`src/rtl/mdu_pkg.sv`:
```
// Shared definitions for the iterative multiply/divide unit.
//   mdu_op_e    : 4-bit operation code carried on the op port
//   mdu_state_e : sequencing state of mdu_iter
//   div_steps() : quotient bits the divider resolves per clock
package mdu_pkg;

  typedef enum logic [3:0] {
    OP_NOP   = 4'd0,
    OP_MULT  = 4'd1,
    OP_MULTU = 4'd2,
    OP_DIV   = 4'd3,
    OP_DIVU  = 4'd4,
    OP_MTHI  = 4'd5,
    OP_MTLO  = 4'd6
  } mdu_op_e;

  typedef enum logic [1:0] {
    ST_IDLE,
    ST_MUL,
    ST_DIV
  } mdu_state_e;

  // The divider has DIV_LAT clock edges (accept edge included) to resolve
  // all WIDTH quotient bits, so it retires ceil(WIDTH/DIV_LAT) bits per edge.
  function automatic int unsigned div_steps(input int unsigned width,
                                            input int unsigned lat);
    return (width + lat - 1) / lat;
  endfunction

endpackage

```
`src/rtl/mdu_div_core.sv`:
```
// Radix-2 restoring divider on operand magnitudes with sign fix-up.
//   clk, rst_n : clock, asynchronous active-low reset
//   i_start    : load new operands (first STEPS bits resolve on this edge)
//   i_signed   : treat i_a / i_b as two's complement
//   i_a, i_b   : dividend, divisor
//   o_quo      : quotient, truncated toward zero
//   o_rem      : remainder, sign of the dividend
// Results settle early and hold until the next i_start; divide-by-zero
// is resolved by the instantiating block.
module mdu_div_core #(
  parameter int          WIDTH = 32,
  parameter int unsigned STEPS = 4
) (
  input  logic             clk,
  input  logic             rst_n,
  input  logic             i_start,
  input  logic             i_signed,
  input  logic [WIDTH-1:0] i_a,
  input  logic [WIDTH-1:0] i_b,
  output logic [WIDTH-1:0] o_quo,
  output logic [WIDTH-1:0] o_rem
);

  localparam int CW = $clog2(WIDTH + 1);

  logic [WIDTH:0]   r_rem;
  logic [WIDTH-1:0] r_quo;
  logic [WIDTH-1:0] r_div;
  logic [CW-1:0]    r_left;
  logic             r_neg_q;
  logic             r_neg_r;

  logic             w_a_neg;
  logic             w_b_neg;
  logic [WIDTH-1:0] w_a_mag;
  logic [WIDTH-1:0] w_b_mag;
  logic [WIDTH:0]   w_rem;
  logic [WIDTH-1:0] w_quo;
  logic [WIDTH-1:0] w_div;
  logic [CW-1:0]    w_left;
  logic [WIDTH:0]   w_trial;

  always_comb begin
    w_a_neg = i_signed & i_a[WIDTH-1];
    w_b_neg = i_signed & i_b[WIDTH-1];
    w_a_mag = w_a_neg ? -i_a : i_a;
    w_b_mag = w_b_neg ? -i_b : i_b;
  end

  // r_quo doubles as the dividend shift register: dividend bits leave at
  // the top while quotient bits enter at the bottom.
  always_comb begin
    w_rem   = i_start ? '0       : r_rem;
    w_quo   = i_start ? w_a_mag  : r_quo;
    w_div   = i_start ? w_b_mag  : r_div;
    w_left  = i_start ? CW'(WIDTH) : r_left;
    w_trial = '0;
    for (int unsigned j = 0; j < STEPS; j++) begin
      if (w_left != '0) begin
        w_rem   = {w_rem[WIDTH-1:0], w_quo[WIDTH-1]};
        w_quo   = {w_quo[WIDTH-2:0], 1'b0};
        w_trial = w_rem - {1'b0, w_div};
        if (!w_trial[WIDTH]) begin
          w_rem    = w_trial;
          w_quo[0] = 1'b1;
        end
        w_left = w_left - CW'(1);
      end
    end
  end

  always_ff @(posedge clk or negedge rst_n) begin
    if (!rst_n) begin
      r_rem   <= '0;
      r_quo   <= '0;
      r_div   <= '0;
      r_left  <= '0;
      r_neg_q <= 1'b0;
      r_neg_r <= 1'b0;
    end else begin
      r_rem  <= w_rem;
      r_quo  <= w_quo;
      r_div  <= w_div;
      r_left <= w_left;
      if (i_start) begin
        r_neg_q <= w_a_neg ^ w_b_neg;
        r_neg_r <= w_a_neg;
      end
    end
  end

  assign o_quo = r_neg_q ? -r_quo : r_quo;
  assign o_rem = r_neg_r ? -r_rem[WIDTH-1:0] : r_rem[WIDTH-1:0];

endmodule

```
`src/rtl/mdu_iter.sv`:
```
// Multi-cycle multiply/divide unit holding the architectural HI/LO pair.
//   clk, rst_n : clock, asynchronous active-low reset
//   start, op  : operation request (mdu_op_e encoding)
//   a, b       : operands, captured on the accepting edge
//   cancel     : abort an in-flight multiply/divide, HI/LO untouched
//   busy       : operation in flight (high for exactly MUL_LAT/DIV_LAT cycles)
//   done       : one-cycle pulse after HI/LO take a mult/div result
//   hi, lo     : HI/LO registers
module mdu_iter
  import mdu_pkg::*;
#(
  parameter int WIDTH   = 32,
  parameter int MUL_LAT = 5,
  parameter int DIV_LAT = 10
) (
  input  logic             clk,
  input  logic             rst_n,
  input  logic             start,
  input  logic [3:0]       op,
  input  logic [WIDTH-1:0] a,
  input  logic [WIDTH-1:0] b,
  input  logic             cancel,
  output logic             busy,
  output logic             done,
  output logic [WIDTH-1:0] hi,
  output logic [WIDTH-1:0] lo
);

  localparam int MAX_LAT = (MUL_LAT > DIV_LAT) ? MUL_LAT : DIV_LAT;
  localparam int CW      = $clog2(MAX_LAT + 1);

  mdu_state_e       r_state;
  logic [CW-1:0]    r_cnt;
  logic             r_busy;
  logic             r_done;
  logic [WIDTH-1:0] r_hi;
  logic [WIDTH-1:0] r_lo;
  logic [WIDTH-1:0] r_a;
  logic [WIDTH-1:0] r_b;
  logic             r_mul_signed;

  mdu_state_e         w_state_nxt;
  logic               w_acc;
  logic               w_div_start;
  logic               w_finish;
  logic               w_wr_hi;
  logic               w_wr_lo;
  logic [2*WIDTH-1:0] w_ea;
  logic [2*WIDTH-1:0] w_eb;
  logic [2*WIDTH-1:0] w_prod;
  logic [2*WIDTH-1:0] w_res;
  logic [WIDTH-1:0]   w_div_quo;
  logic [WIDTH-1:0]   w_div_rem;

  // Cancel in the same IDLE cycle suppresses any start.
  assign w_acc = (r_state == ST_IDLE) && start && !cancel;

  always_comb begin
    w_state_nxt = r_state;
    w_div_start = 1'b0;
    w_finish    = 1'b0;
    w_wr_hi     = 1'b0;
    w_wr_lo     = 1'b0;
    case (r_state)
      ST_IDLE: begin
        if (w_acc) begin
          case (op)
            OP_MULT, OP_MULTU: w_state_nxt = ST_MUL;
            OP_DIV, OP_DIVU: begin
              w_state_nxt = ST_DIV;
              w_div_start = 1'b1;
            end
            OP_MTHI: w_wr_hi = 1'b1;
            OP_MTLO: w_wr_lo = 1'b1;
            default: ;
          endcase
        end
      end
      ST_MUL: begin
        if (cancel) begin
          w_state_nxt = ST_IDLE;
        end else if (r_cnt == CW'(MUL_LAT - 1)) begin
          w_state_nxt = ST_IDLE;
          w_finish    = 1'b1;
        end
      end
      ST_DIV: begin
        if (cancel) begin
          w_state_nxt = ST_IDLE;
        end else if (r_cnt == CW'(DIV_LAT - 1)) begin
          w_state_nxt = ST_IDLE;
          w_finish    = 1'b1;
        end
      end
      default: w_state_nxt = ST_IDLE;
    endcase
  end

  // Extending both operands to 2*WIDTH makes one truncated product serve
  // both signed and unsigned multiply.
  always_comb begin
    w_ea   = {{WIDTH{r_mul_signed & r_a[WIDTH-1]}}, r_a};
    w_eb   = {{WIDTH{r_mul_signed & r_b[WIDTH-1]}}, r_b};
    w_prod = w_ea * w_eb;
  end

  // Signed overflow needs no special case: |a|/1 = 2^(WIDTH-1) with a
  // positive sign wraps back to a, remainder 0.
  always_comb begin
    w_res = w_prod;
    if (r_state == ST_DIV) begin
      if (r_b == '0) w_res = {r_a, {WIDTH{1'b1}}};
      else           w_res = {w_div_rem, w_div_quo};
    end
  end

  mdu_div_core #(
    .WIDTH (WIDTH),
    .STEPS (div_steps(WIDTH, DIV_LAT))
  ) u_div (
    .clk      (clk),
    .rst_n    (rst_n),
    .i_start  (w_div_start),
    .i_signed (op == OP_DIV),
    .i_a      (a),
    .i_b      (b),
    .o_quo    (w_div_quo),
    .o_rem    (w_div_rem)
  );

  always_ff @(posedge clk or negedge rst_n) begin
    if (!rst_n) begin
      r_state      <= ST_IDLE;
      r_cnt        <= '0;
      r_busy       <= 1'b0;
      r_done       <= 1'b0;
      r_hi         <= '0;
      r_lo         <= '0;
      r_a          <= '0;
      r_b          <= '0;
      r_mul_signed <= 1'b0;
    end else begin
      r_state <= w_state_nxt;
      r_busy  <= (w_state_nxt != ST_IDLE);
      r_done  <= w_finish;
      if (r_state == ST_IDLE || w_state_nxt == ST_IDLE) r_cnt <= '0;
      else                                             r_cnt <= r_cnt + CW'(1);
      if (w_acc) begin
        r_a          <= a;
        r_b          <= b;
        r_mul_signed <= (op == OP_MULT);
      end
      if (w_finish) begin
        r_hi <= w_res[2*WIDTH-1:WIDTH];
        r_lo <= w_res[WIDTH-1:0];
      end
      if (w_wr_hi) r_hi <= a;
      if (w_wr_lo) r_lo <= a;
    end
  end

  assign busy = r_busy;
  assign done = r_done;
  assign hi   = r_hi;
  assign lo   = r_lo;

endmodule
```
`config.mk`:
```
export PLATFORM = sky130hd
export DESIGN_NAME = mdu_iter
export DESIGN_NICKNAME = d
export VERILOG_FILES = /design/src/rtl/mdu_pkg.sv /design/src/rtl/mdu_div_core.sv /design/src/rtl/mdu_iter.sv
export SDC_FILE = /design/constraint.sdc
export NUM_CORES = 2
export LEC_CHECK = 0
export CAP_MARGIN = 10
export CORE_MARGIN = 8
export CORE_UTILIZATION = 35
export CTS_CLUSTER_SIZE = 30
export DETAILED_ROUTE_END_ITERATION = 10
export PLACE_DENSITY = 0.48
export SKIP_LAST_GASP = 1
export SYNTH_ARGS = -nofsm -noshare
export SYNTH_HDL_FRONTEND = slang
export SYNTH_HIERARCHICAL = 1
export SYNTH_SLANG_ARGS = --single-unit
```
`constraint.sdc`:
```
create_clock -name clk -period 17.56 [get_ports clk]
set_input_delay 5.268 -clock clk [delete_from_list [all_inputs] [get_ports clk]]
set_output_delay 5.268 -clock clk [all_outputs]
set_load 0.02 [all_outputs]
```
=== Word level (Yosys, flattened, before mapping) ===
Cells that the tools add are included.

* Add/subtract/negate cells: 13
* Multiply operators: 1
* Divide/modulo/power cells: 0
* Magnitude comparators: 0
* Equality and inequality tests: 10
* Shift-type cells: 0
* Muxes and demuxes: 56
* Bitwise gates (word level): 5
* Reductions and logical operators: 16

{| class="wikitable"
|+ Operator list
! operator !! count
|-
| two-way mux 32 bit || 23
|-
| subtractor 33 x 32 -> 33 bit || 4
|-
| two-way mux 64 bit || 2
|-
| negation 32 bit || 4
|-
| multiplier 33 x 33 -> 64 bit || 1
|-
| logical NOT 32 bit || 1
|-
| two-way mux 6 bit || 5
|-
| nonzero test 6 bit || 4
|-
| subtractor 6 x 1 -> 6 bit (second input constant) || 4
|-
| two-way mux 1 bit || 17
|-
| equality test 4 x 3 -> 1 bit (second input constant) || 4
|-
| two-way mux 2 bit || 5
|-
| equality test 4 x 2 -> 1 bit (second input constant) || 2
|-
| case mux 2 bit (3 select lines) || 1
|-
| nonzero test 2 bit || 3
|-
| adder 4 x 1 -> 4 bit (second input constant) || 1
|-
| AND 1 bit || 4
|-
| equality test 4 x 1 -> 1 bit (second input constant) || 1
|-
| equality test 4 bit (second input constant) || 1
|-
| logical NOT 2 bit || 2
|-
| two-way mux 4 bit || 1
|-
| case mux 2 bit (2 select lines) || 1
|-
| OR reduction 2 bit || 2
|-
| equality test 2 x 1 -> 1 bit (second input constant) || 1
|-
| 6 further kinds || 7
|}

* Flip-flop bits (word level): 241
* Latch bits: 0
* Memory bits (writable): 0
* ROM bits: 0
* Bits of input ports: 72
* Logic and storage cells: 116
* Memories: 0

=== Depth between registers and ports, before layout ===
* Depth after elaboration: 18
* Depth in mapped cells: 80

=== Modules after synthesis ===
The synthesis kept the hierarchy.

{| class="wikitable"
|+ By module, submodules not included
! module !! times used !! cells an instance !! area each (µm²)
|-
| mdu_iter || 1 || 4933 || 45058.2
|-
| mdu_div_core || 1 || 2440 || 17446.7
|}

=== Worst setup path before layout ===
OpenSTA, ideal clock, no wires.

* Path kind: input port to flip-flop
* Start point: input cancel
* End point: register u_div.r_rem[3]
* Arrival time: 21650 ps
* Path slack: -4194 ps
* Stages: 74
* Buffers on the path: 15
* Path through: nand3b_1 > nor2_1 > o21ai_0 > inv_1 > clkbuf_1 > clkbuf_1 > clkbuf_1 > clkbuf_1 > clkbuf_1 > buf_1 > clkbuf_1 > buf_1 > clkbuf_1 > nor2_1 > a21oi_1 > inv_1 > ha_1 > nand2b_1 > [... 38 more ...] > a311oi_4 > fa_1 > a21o_1 > a21o_1 > a31oi_1 > nor3_1 > o31a_1 > o21ai_0 > a31o_2 > a31oi_1 > a211oi_1 > o21bai_1 > a21oi_1 > nor2_1 > a311o_1 > buf_2 > or3_1 > o311ai_1

* Cells in the longest elaborated chain, start to end: 17

{| class="wikitable"
|+ RTL lines
! item !! line !! RTL
|-
| start, declared || mdu_iter.sv:22 || <nowiki>input logic cancel,</nowiki>
|-
| logical NOT 1 bit * || mdu_iter.sv:56 || <nowiki>assign w_acc = (r_state == ST_IDLE) && start && !cancel;</nowiki>
|-
| logical AND 1 bit * || mdu_iter.sv:56 ||
|-
| two-way mux 1 bit * || mdu_iter.sv:66 || <nowiki>if (w_acc) begin</nowiki>
|-
| two-way mux 1 bit * || mdu_iter.sv:64 || <nowiki>case (r_state)</nowiki>
|-
| named net w_div_start || mdu_iter.sv:44 || <nowiki>logic w_div_start;</nowiki>
|-
| two-way mux 32 bit * || mdu_div_core.sv:55 || <nowiki>w_div = i_start ? w_b_mag : r_div;</nowiki>
|-
| named net u_div.w_div[2] || mdu_div_core.sv:39 || <nowiki>logic [WIDTH-1:0] w_div;</nowiki>
|-
| subtractor 33 x 32 -> 33 bit || mdu_div_core.sv:62 || <nowiki>w_trial = w_rem - {1'b0, w_div};</nowiki>
|-
| [... 4 more ...] || n/a ||
|-
| two-way mux 32 bit || mdu_div_core.sv:59 || <nowiki>if (w_left != '0) begin</nowiki>
|-
| subtractor 33 x 32 -> 33 bit || mdu_div_core.sv:62 ||
|-
| two-way mux 32 bit || mdu_div_core.sv:63 || <nowiki>if (!w_trial[WIDTH]) begin</nowiki>
|-
| two-way mux 32 bit || mdu_div_core.sv:59 ||
|-
| subtractor 33 x 32 -> 33 bit || mdu_div_core.sv:62 ||
|-
| two-way mux 32 bit || mdu_div_core.sv:63 ||
|-
| two-way mux 32 bit * || mdu_div_core.sv:59 ||
|-
| named net u_div.w_rem[3] || mdu_div_core.sv:37 || <nowiki>logic [WIDTH:0] w_rem;</nowiki>
|-
| end signal, assigned || mdu_div_core.sv:81 || <nowiki>r_rem <= w_rem;</nowiki>
|-
| end, declared || mdu_div_core.sv:26 || <nowiki>logic [WIDTH:0] r_rem;</nowiki>
|}

Mark *: on every way through the listed nets, which the timed path passes. The rest lies on a longest branch.
A chain may end at the register's enable or synchronous reset.

=== Final worst setup path ===
* Start point: input a[3]
* End point: register u_div.r_rem[0]

* Cells in the longest elaborated chain, start to end: 15

{| class="wikitable"
|+ RTL lines
! item !! line !! RTL
|-
| start, declared || mdu_iter.sv:20 || <nowiki>input logic [WIDTH-1:0] a,</nowiki>
|-
| negation 32 bit * || mdu_div_core.sv:46 || <nowiki>w_a_mag = w_a_neg ? -i_a : i_a;</nowiki>
|-
| two-way mux 32 bit * || mdu_div_core.sv:46 ||
|-
| two-way mux 32 bit * || mdu_div_core.sv:54 || <nowiki>w_quo = i_start ? w_a_mag : r_quo;</nowiki>
|-
| subtractor 33 x 32 -> 33 bit || mdu_div_core.sv:62 ||
|-
| two-way mux 32 bit || mdu_div_core.sv:63 ||
|-
| two-way mux 32 bit || mdu_div_core.sv:59 ||
|-
| subtractor 33 x 32 -> 33 bit || mdu_div_core.sv:62 ||
|-
| two-way mux 32 bit || mdu_div_core.sv:63 ||
|-
| two-way mux 32 bit || mdu_div_core.sv:59 ||
|-
| subtractor 33 x 32 -> 33 bit || mdu_div_core.sv:62 ||
|-
| two-way mux 32 bit || mdu_div_core.sv:63 ||
|-
| two-way mux 32 bit || mdu_div_core.sv:59 ||
|-
| subtractor 33 x 32 -> 33 bit || mdu_div_core.sv:62 ||
|-
| two-way mux 32 bit || mdu_div_core.sv:63 ||
|-
| two-way mux 32 bit * || mdu_div_core.sv:59 ||
|-
| named net u_div.w_rem[0] || mdu_div_core.sv:37 ||
|}

Marks and branches as above.

==> out/results.tsv <==
stage	metric	value	unit
status	status	finished, violations left	
status	failing checks	setup timing	
synthesis	prevailing post-synth register cell	dfrtp_1	
route	via count	54700	
final_layout	net count reported at finish	9573	
synthesis	synthesized area	0.0625	mm²
clocking	TritonCTS Buffers	29	
worst_setup_path	Critical Path Start	a[3]	
clocking	clock tree sinks	241	
sta	clk_skew	0.0485	ns
clocking	clock slew at reported path FFs	0.06	ns
synthesis	Mapped Cells	7373	
clocking	CTS tree	yes	
sta	Max Freq	0.0524	GHz
sta	worst-margin pin slew	1.11	ns
route	DR vias/cell	5.26	
synthesis	number of synthesized flops with an enable pin	0	
worst_setup_path	flop2flop setup slack	3.68	ns
clocking	Max clock buf depth	3	
worst_setup_path	worst r2r dst	u_div/r_rem[0]$_DFF_PN0_	
sta	fin crit share	109	%
route	post-route ant nets	0	
floorplan	Ports	138	
sta	post-route setup TNS	-49.36	ns
global_route	GR Overflow Total	0	
worst_hold_path	hold path startpoint	r_a[28]$_DFFE_PN0P_	
worst_setup_path	FF-to-FF path depth	73	
sta	Finish-stage setup viols	33	
sta	post-route setup slack	-1.54	ns
placed_design	Port-buffer cells	137	
final_layout	area grow syn2layout	19.2	%
worst_setup_path	Worst path slowest cell	or4b_4	
clocking	Clock Root Buffer	clkbuf_16	
worst_setup_path	critical path arrival	19.61	ns
floorplan	Starting Density	35.1	%
synthesis	Synth area leader	fa_1	
final_layout	commonest non-fill, non-tap cell in the layout	inv_1	
synthesis	#FFs+latches synth	241	
floorplan	Die H	439	µm
clocking	H-tree Lvls	1	
sta	Final Hold Viols	0	
synthesis	Distinct cells, synth	103	
worst_hold_path	worst hold path class	register to register	
sta	Final Critical Period	19.10	ns
synthesis	Synth area leaders	fa_1 36%, dfrtp_1 9.6%, inv_1 7.3%	
synthesis	sequential share of the synthesized area	9.65	%
worst_setup_path	crit path buf inv count	10	
global_route	largest net degree at the start of global routing	131	
placed_design	pre-CTS setup slack	-3.11	ns
route	DR iter-0 viols	3274	
placed_design	RePlAce Congestion	0.959	
worst_setup_path	reg2reg start	r_state[0]$_DFF_PN0_	
global_route	first-pass GRT wire length	373000	µm
clocking	hold_buf cts	0	
synthesis	Yosys Warn Count	6	
final_layout	final core utilization	41.8	%
route	routed length per instance	23.5	µm
clocking	Clock Latency Late Sink	0.64	ns
synthesis	Mapped Avg Cell Area	8.48	µm²
synthesis	syn nets	8928	
worst_setup_path	Critical Path End Type	register	
floorplan	Core Region	0.178	mm²
sta	Rel. slew slack	25.8	%
worst_setup_path	crit path max fanout	6	
placed_design	hpwl dp	198000	µm
route	DRC viols	0	
floorplan	Die W	439	µm
global_route	gr usage total	25.3	%
floorplan	Die ar.	0.192	mm²
sta	RSZ-0062 raised after global routing	yes	
synthesis	top-area cell type share of the netlist area	36.2	%
synthesis	Async S/R FF share, synth	100	%
worst_setup_path	max incr delay on CP	0.51	ns
final_layout	share of cells above drive strength 1	16.2	%
worst_setup_path	Crit path max-delay family	compound AO/OA/AOI/OAI gates	
sta	final slew viol count	0	
global_route	antenna violations before repair	8	
worst_setup_path	Critical Path RT	18.07	ns
worst_setup_path	CP Launch Type	input port	
route	First-pass DRT Iterations	6	
route	Routed WL	245000	µm
worst_setup_path	Setup Crit Path Kind	input port to register	
floorplan	Placement Rows	155	
worst_setup_path	WP depth	71	
final_layout	most frequent cells in the layout	1217 x inv_1, 1125 x fa_1, 1043 x nand2_1	
worst_setup_path	CP Capture Point	u_div/r_rem[0]$_DFF_PN0_	
flow_run	max_cap viols	0	
global_route	vias in the first global route	58500	
==> per-stage QoR <==
| stage | cells | hold slack (ns) | instance area (µm²) |
|---|---|---|---|
| floorplan | 7373 | 0.507 | 63100 |
| global placement | 10300 | 0.489 | 72100 |
| detailed placement | 10300 | 0.494 | 72100 |
| CTS | 10400 | 0.509 | 73900 |
| global route | 10400 | 0.511 | 74500 |
| finish | 10400 | 0.505 | 74500 |
==> layout make-up <==
cell class                 instances  area, µm²
tap                             2355       2950
inverter                        1221       4590
clock inverter                    19        216
multi-input combinational       5449      51100
antenna                            7       17.5
clock buffer                      35        768
timing repair buffer            1076       8840
fill                           18000     104000
sequential                       241       6040
==> cells in the mapped netlist, drive strengths merged, types with 47 or more instances <==
library cell and instances:
inv 1220, fa 1129, nand2 1046, clkbuf 401, nor2 372, and2 361, ha 354, a21oi 317
o21ai 290, dfrtp 241, xnor2 224, nand3 139, mux2i 103, a21o 92, a31oi 91, xor2 85
mux2 83, buf 65, nor3 65, and3 62, o211ai 58, nor2b 54, nand4 47
==> repair_timing <==
| action | in CTS | in global routing |
|---|---|---|
| cloned | 5 | 3 |
| setup endpoints to repair | 33 | 33 |
| pin swaps | 67 | 63 |
| buffers inserted | 54 | 27 |
| resized for setup | 75 | 74 |
==> worst min-delay path by stage <==
| stage | end | depth (start not counted) |
|---|---|---|
| after floorplan | u_div/r_div[31]$_DFF_PN0_ | 2 |
| after global placement | r_a[28]$_DFFE_PN0P_ | 1 |
| after detailed placement | r_a[24]$_DFFE_PN0P_ | 1 |
| after CTS | r_a[24]$_DFFE_PN0P_ | 1 |
| after global routing | r_a[1]$_DFFE_PN0P_ | 1 |
| final | r_a[28]$_DFFE_PN0P_ | 1 |
==> routing by layer <==
metal | share of wire, % | GRT usage, %
met1 | 40 | 31.1
met2 | 50 | 45.2
met3 | 4.0 | 1.94
met4 | 5.9 | 11.9
met5 | 0 | 0
==> flip-flops by register name, summed over array words and instances, names as in the netlist <==
register / count
hi: 32
lo: 32
r_a: 32
r_b: 32
u_div/r_div: 32
u_div/r_quo: 32
u_div/r_rem: 32
u_div/r_left: 6
r_cnt: 4
r_state: 2
busy: 1
done: 1
r_mul_signed: 1
u_div/r_neg_q: 1
u_div/r_neg_r: 1
==> cells by family (layout without fill, tap and decap cells) <==
logic type	Yosys count	after routing	share of synthesized area [%]
compound gates	1145	1145	12.0
xor+xnor	309	309	4.33
fa+ha+maj	1483	1483	43.2
buf+inv	1687	2351	10.2
flops	241	241	9.65
mux	186	189	3.15
other cells	0	7	0
simple gates	2322	2323	17.4
Power is not shown: default switching activity piles up to over one toggle a cycle in this logic, so the estimate is an artifact.
